`config.mk`:
```
export PLATFORM = sky130hd
export DESIGN_NAME = fifo_mac_reader_flat
export DESIGN_NICKNAME = d
export VERILOG_FILES = /design/src/rtl/fifo_mac_reader_if.sv /design/src/rtl/fifo_mac_reader.sv /design/src/flat_wrapper.sv
export SDC_FILE = /design/constraint.sdc
export NUM_CORES = 2
export LEC_CHECK = 0
export ABC_AREA = 1
export ABC_CLOCK_PERIOD_IN_PS = 9300
export BUFFER_PORTS_ARGS = -buffer_cell sky130_fd_sc_hd__buf_2
export CORE_MARGIN = 8
export CORE_UTILIZATION = 60
export DETAILED_ROUTE_END_ITERATION = 8
export HOLD_SLACK_MARGIN = 0.08
export PLACE_DENSITY = 0.82
export RECOVER_POWER = 50
export SLEW_MARGIN = 5
export SYNTH_ARGS = -nofsm -noshare
export SYNTH_HDL_FRONTEND = slang
export SYNTH_SLANG_ARGS = --single-unit
```
`constraint.sdc`:
```
create_clock -name clk -period 9.3 [get_ports clk]
set_input_delay 2.325 -clock clk [delete_from_list [all_inputs] [get_ports clk]]
set_output_delay 2.325 -clock clk [all_outputs]
set_load 0.03 [all_outputs]
```
`src/rtl/fifo_mac_reader_if.sv`:
```
// Bundle between the sample/coefficient FIFO read port, the MAC reader and the
// downstream summation stage.
interface fifo_mac_reader_if #(
  parameter int AWIDTH = 18,
  parameter int BWIDTH = 25,
  parameter int ACCW   = 48
);
  // FIFO side: rd_en pops one (a, b) pair; a_in/b_in carry it the following cycle.
  logic              empty;
  logic              rd_en;
  logic [AWIDTH-1:0] a_in;
  logic [BWIDTH-1:0] b_in;

  // Result side, strict valid/ready: y is transferred on every rising edge where
  // y_valid && y_ready; while y_valid is high and not accepted, y holds steady and
  // y_valid cannot drop.
  logic [ACCW-1:0]   y;
  logic              y_valid;
  logic              y_ready;
  logic [15:0]       frame_cnt;

  modport master (
    input  empty, a_in, b_in, y_ready,
    output rd_en, y, y_valid, frame_cnt
  );

  modport slave (
    output empty, a_in, b_in, y_ready,
    input  rd_en, y, y_valid, frame_cnt
  );
endinterface

```
`src/rtl/fifo_mac_reader.sv`:
```
// Read-side controller of the FIR operand FIFO: pops (a, b) pairs, multiplies and
// accumulates TAPS of them, and offers each frame's dot-product on valid/ready.
module fifo_mac_reader #(
  parameter int AWIDTH = 18,
  parameter int BWIDTH = 25,
  parameter int TAPS   = 32,
  parameter int ACCW   = 48
) (
  input logic              clk,
  input logic              rst,
  fifo_mac_reader_if.master bus
);
  localparam int          PW       = AWIDTH + BWIDTH;
  localparam logic [15:0] LAST_IDX = 16'(TAPS - 1);

  logic [15:0]            issue_cnt_q, issue_cnt_d;
  logic                   v1_q, last1_q;
  logic                   v2_q, last2_q;
  logic signed [ACCW-1:0] p_q;
  logic signed [ACCW-1:0] acc_q, acc_d;
  logic signed [ACCW-1:0] y_q, y_d;
  logic                   y_valid_q, y_valid_d;
  logic [15:0]            frame_cnt_q, frame_cnt_d;

  logic                   rd_en;
  logic                   load_result;
  logic signed [PW-1:0]   a_x, b_x, prod;
  logic signed [ACCW-1:0] prod_ext, sum;

  // Pops stall only while a finished result waits; the two pipeline stages keep
  // draining, which is safe because TAPS >= 4 keeps the next last product away.
  assign rd_en = !rst && !bus.empty && !(y_valid_q && !bus.y_ready);

  assign a_x      = PW'($signed(bus.a_in));
  assign b_x      = PW'($signed(bus.b_in));
  assign prod     = a_x * b_x;
  assign prod_ext = ACCW'(prod);
  assign sum      = acc_q + p_q;

  assign issue_cnt_d = (issue_cnt_q == LAST_IDX) ? 16'd0 : issue_cnt_q + 16'd1;
  assign load_result = v2_q && last2_q;

  always_comb begin
    acc_d       = acc_q;
    y_d         = y_q;
    y_valid_d   = y_valid_q;
    frame_cnt_d = frame_cnt_q;
    if (y_valid_q && bus.y_ready) begin
      y_valid_d = 1'b0;
    end
    // A freshly completed frame wins over the handshake clearing y_valid.
    if (v2_q) begin
      if (last2_q) begin
        y_d         = sum;
        acc_d       = '0;
        y_valid_d   = 1'b1;
        frame_cnt_d = frame_cnt_q + 16'd1;
      end else begin
        acc_d = sum;
      end
    end
  end

  always_ff @(posedge clk) begin
    if (rst) begin
      issue_cnt_q <= '0;
      v1_q        <= 1'b0;
      last1_q     <= 1'b0;
      v2_q        <= 1'b0;
      last2_q     <= 1'b0;
      p_q         <= '0;
      acc_q       <= '0;
      y_q         <= '0;
      y_valid_q   <= 1'b0;
      frame_cnt_q <= '0;
    end else begin
      v1_q    <= rd_en;
      last1_q <= rd_en && (issue_cnt_q == LAST_IDX);
      if (rd_en) begin
        issue_cnt_q <= issue_cnt_d;
      end
      v2_q    <= v1_q;
      last2_q <= v1_q && last1_q;
      if (v1_q) begin
        p_q <= prod_ext;
      end
      acc_q       <= acc_d;
      y_q         <= y_d;
      y_valid_q   <= y_valid_d;
      frame_cnt_q <= frame_cnt_d;
    end
  end

  assign bus.rd_en     = rd_en;
  assign bus.y         = y_q;
  assign bus.y_valid   = y_valid_q;
  assign bus.frame_cnt = frame_cnt_q;

  logic unused_ok;
  assign unused_ok = load_result;
endmodule

```
`src/flat_wrapper.sv`:
```
// flat-port wrapper written by rule: the top's interface ports become plain ports
module fifo_mac_reader_flat 
#(
  parameter int AWIDTH = 18,
  parameter int BWIDTH = 25,
  parameter int TAPS   = 32,
  parameter int ACCW   = 48
)
  (clk, rst, bus_empty, bus_a_in, bus_b_in, bus_y_ready, bus_rd_en, bus_y, bus_y_valid, bus_frame_cnt);
  fifo_mac_reader_if #(.AWIDTH(AWIDTH), .BWIDTH(BWIDTH), .ACCW(ACCW)) bus_i ();
  input logic clk;
  input logic rst;
  input wire logic [$bits(bus_i.empty)-1:0] bus_empty;
  input wire logic [$bits(bus_i.a_in)-1:0] bus_a_in;
  input wire logic [$bits(bus_i.b_in)-1:0] bus_b_in;
  input wire logic [$bits(bus_i.y_ready)-1:0] bus_y_ready;
  output wire logic [$bits(bus_i.rd_en)-1:0] bus_rd_en;
  output wire logic [$bits(bus_i.y)-1:0] bus_y;
  output wire logic [$bits(bus_i.y_valid)-1:0] bus_y_valid;
  output wire logic [$bits(bus_i.frame_cnt)-1:0] bus_frame_cnt;
  assign bus_i.empty = bus_empty;
  assign bus_i.a_in = bus_a_in;
  assign bus_i.b_in = bus_b_in;
  assign bus_i.y_ready = bus_y_ready;
  assign bus_rd_en = bus_i.rd_en;
  assign bus_y = bus_i.y;
  assign bus_y_valid = bus_i.y_valid;
  assign bus_frame_cnt = bus_i.frame_cnt;
  fifo_mac_reader #(.AWIDTH(AWIDTH), .BWIDTH(BWIDTH), .TAPS(TAPS), .ACCW(ACCW)) u_core (.clk(clk), .rst(rst), .bus(bus_i));
endmodule
```
==> results.py <==
metrics = {
    "die": {
        "floorplan.die.height_um": 233,
        "floorplan.rows": 79,
        "dieArea_mm2": 0.0544,
        "fp.dieW_um": 233,
        "pin_count": 113,
        "design.core.area_mm2": 0.0466,
        "start_util": 0.608,
    },
    "run": {
        "maxCapViolations": 1,
    },
    "synthesis": {
        "synth_simple_gate_area_frac": 0.256,
        "synth_nets": 4822,
        "yosys.area_share.xor_xnor": 0.0136,
        "yosys_register_bits": 176,
        "yosys.area_share.adder": 0.382,
        "synthMuxAreaShare": 0,
        "synth_cells": 4177,
        "ys.flop_type": "sky130_fd_sc_hd__dfxtp_1",
        "combinational_family_with_the_most_area_after_synthesis": "adder cells",
        "mappedNetlistArea_mm2": 0.0283,
        "ys_types": 47,
        "syn_area_per_cell_um2": 6.77,
        "async_flop_share": 0,
        "sequential_cell_area_fraction_in_the_yosys_report": 0.125,
        "synth_warnings": 0,
        "fraction_of_the_mapped_netlist_area_in_compound_gates": 0.0541,
        "number_of_flops_mapped_to_enable_cells_by_yosys": 0,
    },
    "worst_setup_path": {
        "reg2reg_slack_ns": 6.57,
        "regToRegEndpoint": "u_core.acc_q[20]",
        "timing.critical_path.from_type": "input pin",
        "data_required_time_of_the_critical_path_ns": 9.64,
        "crit_path_end_kind": "register",
        "worst-setup-path-type": "in -> reg",
        "crit_path_dat_ns": 8.32,
        "crit_fanout": 25,
        "worst-r2r-cell-count": 10,
        "timing.rr.start": "u_core.acc_q[0]",
    },
    "hold_path": {
        "holdPathEnd": "u_core.last2_q",
        "worstHoldPathCells": 2,
        "hp-start": "u_core.last1_q",
        "path_category_of_the_worst_min_delay_check": "reg -> reg",
    },
    "timing": {
        "period_needed_ns": 7.98,
        "timing.max_slew.rel_slack": -0.975,
        "finalHoldViolations": 0,
        "finalSetupTns_ns": 0,
        "timing_max_transition_violations_final": 65,
        "fin_worst_hold_slack_ns": 0.419,
        "finalCritPeriodShare": 0.858,
        "skew_ns": 0.0122,
        "max_slew.worst_pin.slew_ns": 2.96,
        "final_setup_viols": 0,
        "maxClockFrequency_mhz": 125,
        "rsz0062_at_grt": "no",
    },
    "placement": {
        "gp_congestion": 1.04,
        "portBuffers": 112,
        "detailedPlacementHpwl_mm": 61.1,
        "placedCellCount": 4753,
        "dpl-instance-area_mm2": 0.0291,
    },
    "clock_network": {
        "cts_setup_buffers": 0,
        "ctsRootBufferMaster": "sky130_fd_sc_hd__clkbuf_16",
        "post_cts_resize_count": 0,
        "cts_hold_buffers": 0,
        "h_tree_levels": 4,
        "clk_transition_reported_paths_ns": 0.07,
        "clock-sinks": 176,
        "clock_tree_from_tritoncts": "built",
        "worstSkewPairLatency_ns": 0.45,
        "cts_buffer_depth": 2,
        "number_of_buffers_inserted_during_clock_tree_synthesis": 17,
    },
    "layout": {
        "layout.cells.most_common": "sky130_fd_sc_hd__nand2_1",
        "layout.cells.most_common_list": "sky130_fd_sc_hd__nand2_1 (1,228), sky130_fd_sc_hd__inv_1 (1,111), sky130_fd_sc_hd__fa_1 (442)",
        "final-instance-count-excl-fill": 4786,
        "nNetsFinal": 4810,
        "final_layout_size_suffix_gt1_frac": 0.0393,
        "area_growth_pct": 4.56,
        "non_filler_cell_area_final_mm2": 0.0296,
    },
    "routing": {
        "drt_initial_violations": 2343,
        "drt_pre_antenna_iters": 6,
        "drcViolationCount": 0,
        "antenna_left": 0,
        "wl_per_cell_um": 15.8,
        "routed_wirelength_mm": 75.7,
        "vias_per_cell": 5.21,
        "via_count": 24900,
    },
    "global_route": {
        "grt_first_pass_wirelength_mm": 125,
        "maximum_number_of_pins_on_one_net_before_global_route_repair": 76,
        "initial_antenna_violation_count": 1,
        "global_route.overflow_total": 0,
        "first_global_vias": 25000,
        "groute.usage.overall": 0.287,
    },
    "run_status": {
        "outcome": "finished, violations left",
        "failed_checks": "max-capacitance violations, max-slew violations",
    },
}
-- worst max path at each step --
stage                 start        endpoint  cells past startpoint
3_5_place_dp    bus_a_in[0]  u_core.p_q[42]                     23
3_3_place_gp    bus_a_in[0]  u_core.p_q[42]                     23
5_1_grt         bus_a_in[0]  u_core.p_q[42]                     24
4_1_cts         bus_a_in[0]  u_core.p_q[42]                     23
2_1_floorplan  bus_b_in[24]  u_core.p_q[42]                     22
6_report        bus_a_in[6]  u_core.p_q[42]                     21
-- flip-flops by register name, summed over array words and instances, names as in the netlist --
register              flops
u_core.v1_q               1
u_core.issue_cnt_q       16
u_core.acc_q             48
u_core.bus.y_valid        1
u_core.bus.frame_cnt     16
u_core.bus.y             48
u_core.p_q               43
u_core.v2_q               1
u_core.last2_q            1
u_core.last1_q            1
-- cell usage after synthesis (all sizes together), types with 3 or more instances --
master,count,area [um^2]
a21boi,4,30.0
clkinv,3,11.3
a21oi,157,790
nand4,35,234
nor4,8,65.1
fa,442,8850
or2,10,62.6
nor2,357,1390
inv,1121,4210
dfxtp,176,3520
nand2,1238,4670
xnor2,11,96.3
nand3b,5,41.3
nand3,117,606
nor3b,4,30.0
nor3,20,136
ha,156,1950
o211ai,6,45.0
a21o,7,52.6
clkbuf,134,503
buf,18,78.8
o21ai,99,499
o21bai,7,52.6
a31o,3,26.3
xor2,33,289
-- layer usage --
layer | up-vias | wire [um] | GRT usage
met5 | - | 0 | 0
met4 | 0 | 2210 | 0.0917
met3 | 150 | 6630 | 0.0440
met2 | 1091 | 34800 | 0.471
met1 | 11700 | 32000 | 0.386
li1 | 12000 | - | -
-- stage by stage --
step	setup WS, ns	utilization
6_report	1.32	0.635
5_1_grt	0.925	0.635
4_1_cts	1.41	0.637
3_5_place_dp	0.937	0.625
3_3_place_gp	1.07	0.625
2_1_floorplan	1.57	-
-- area by class of cell --
cell class,instances,area (um^2)
Antenna cell,1,2.50
Clock buffer,20,457
Clock inverter,12,86.3
Fill cell,4282,17000
Inverter,1124,4220
Multi-Input combinational cell,2725,20000
Sequential cell,176,3520
Tap cell,607,759
Timing Repair Buffer,121,566
-- critical path: stages --
cell,delay (ns)
sky130_fd_sc_hd__buf_2,0.47
sky130_fd_sc_hd__nand2_1,0.30
sky130_fd_sc_hd__fa_1,0.60
sky130_fd_sc_hd__inv_1,0.07
sky130_fd_sc_hd__fa_1,0.74
sky130_fd_sc_hd__inv_1,0.15
sky130_fd_sc_hd__fa_1,0.52
sky130_fd_sc_hd__fa_1,0.57
sky130_fd_sc_hd__fa_1,0.44
sky130_fd_sc_hd__fa_1,0.50
sky130_fd_sc_hd__inv_1,0.05
sky130_fd_sc_hd__ha_1,0.34
sky130_fd_sc_hd__a21oi_1,0.24
sky130_fd_sc_hd__a21boi_0,0.31
sky130_fd_sc_hd__nand2_1,0.15
sky130_fd_sc_hd__a21oi_1,0.15
sky130_fd_sc_hd__nand3_1,0.12
sky130_fd_sc_hd__nand2_1,0.07
sky130_fd_sc_hd__nand2_1,0.05
sky130_fd_sc_hd__nor2_1,0.11
sky130_fd_sc_hd__nor2_1,0.04
-- cell families (layout without fill, tap and decap cells) --
family          Yosys count  in the layout
other cells               0              1
xor+xnor                 44             44
flops                   176            176
buf+inv                1276           1277
compound gates          288            288
fa+ha+maj               598            598
simple gates           1795           1795
Power is not shown: default switching activity piles up to over one toggle a cycle in this logic, so the estimate is an artifact.
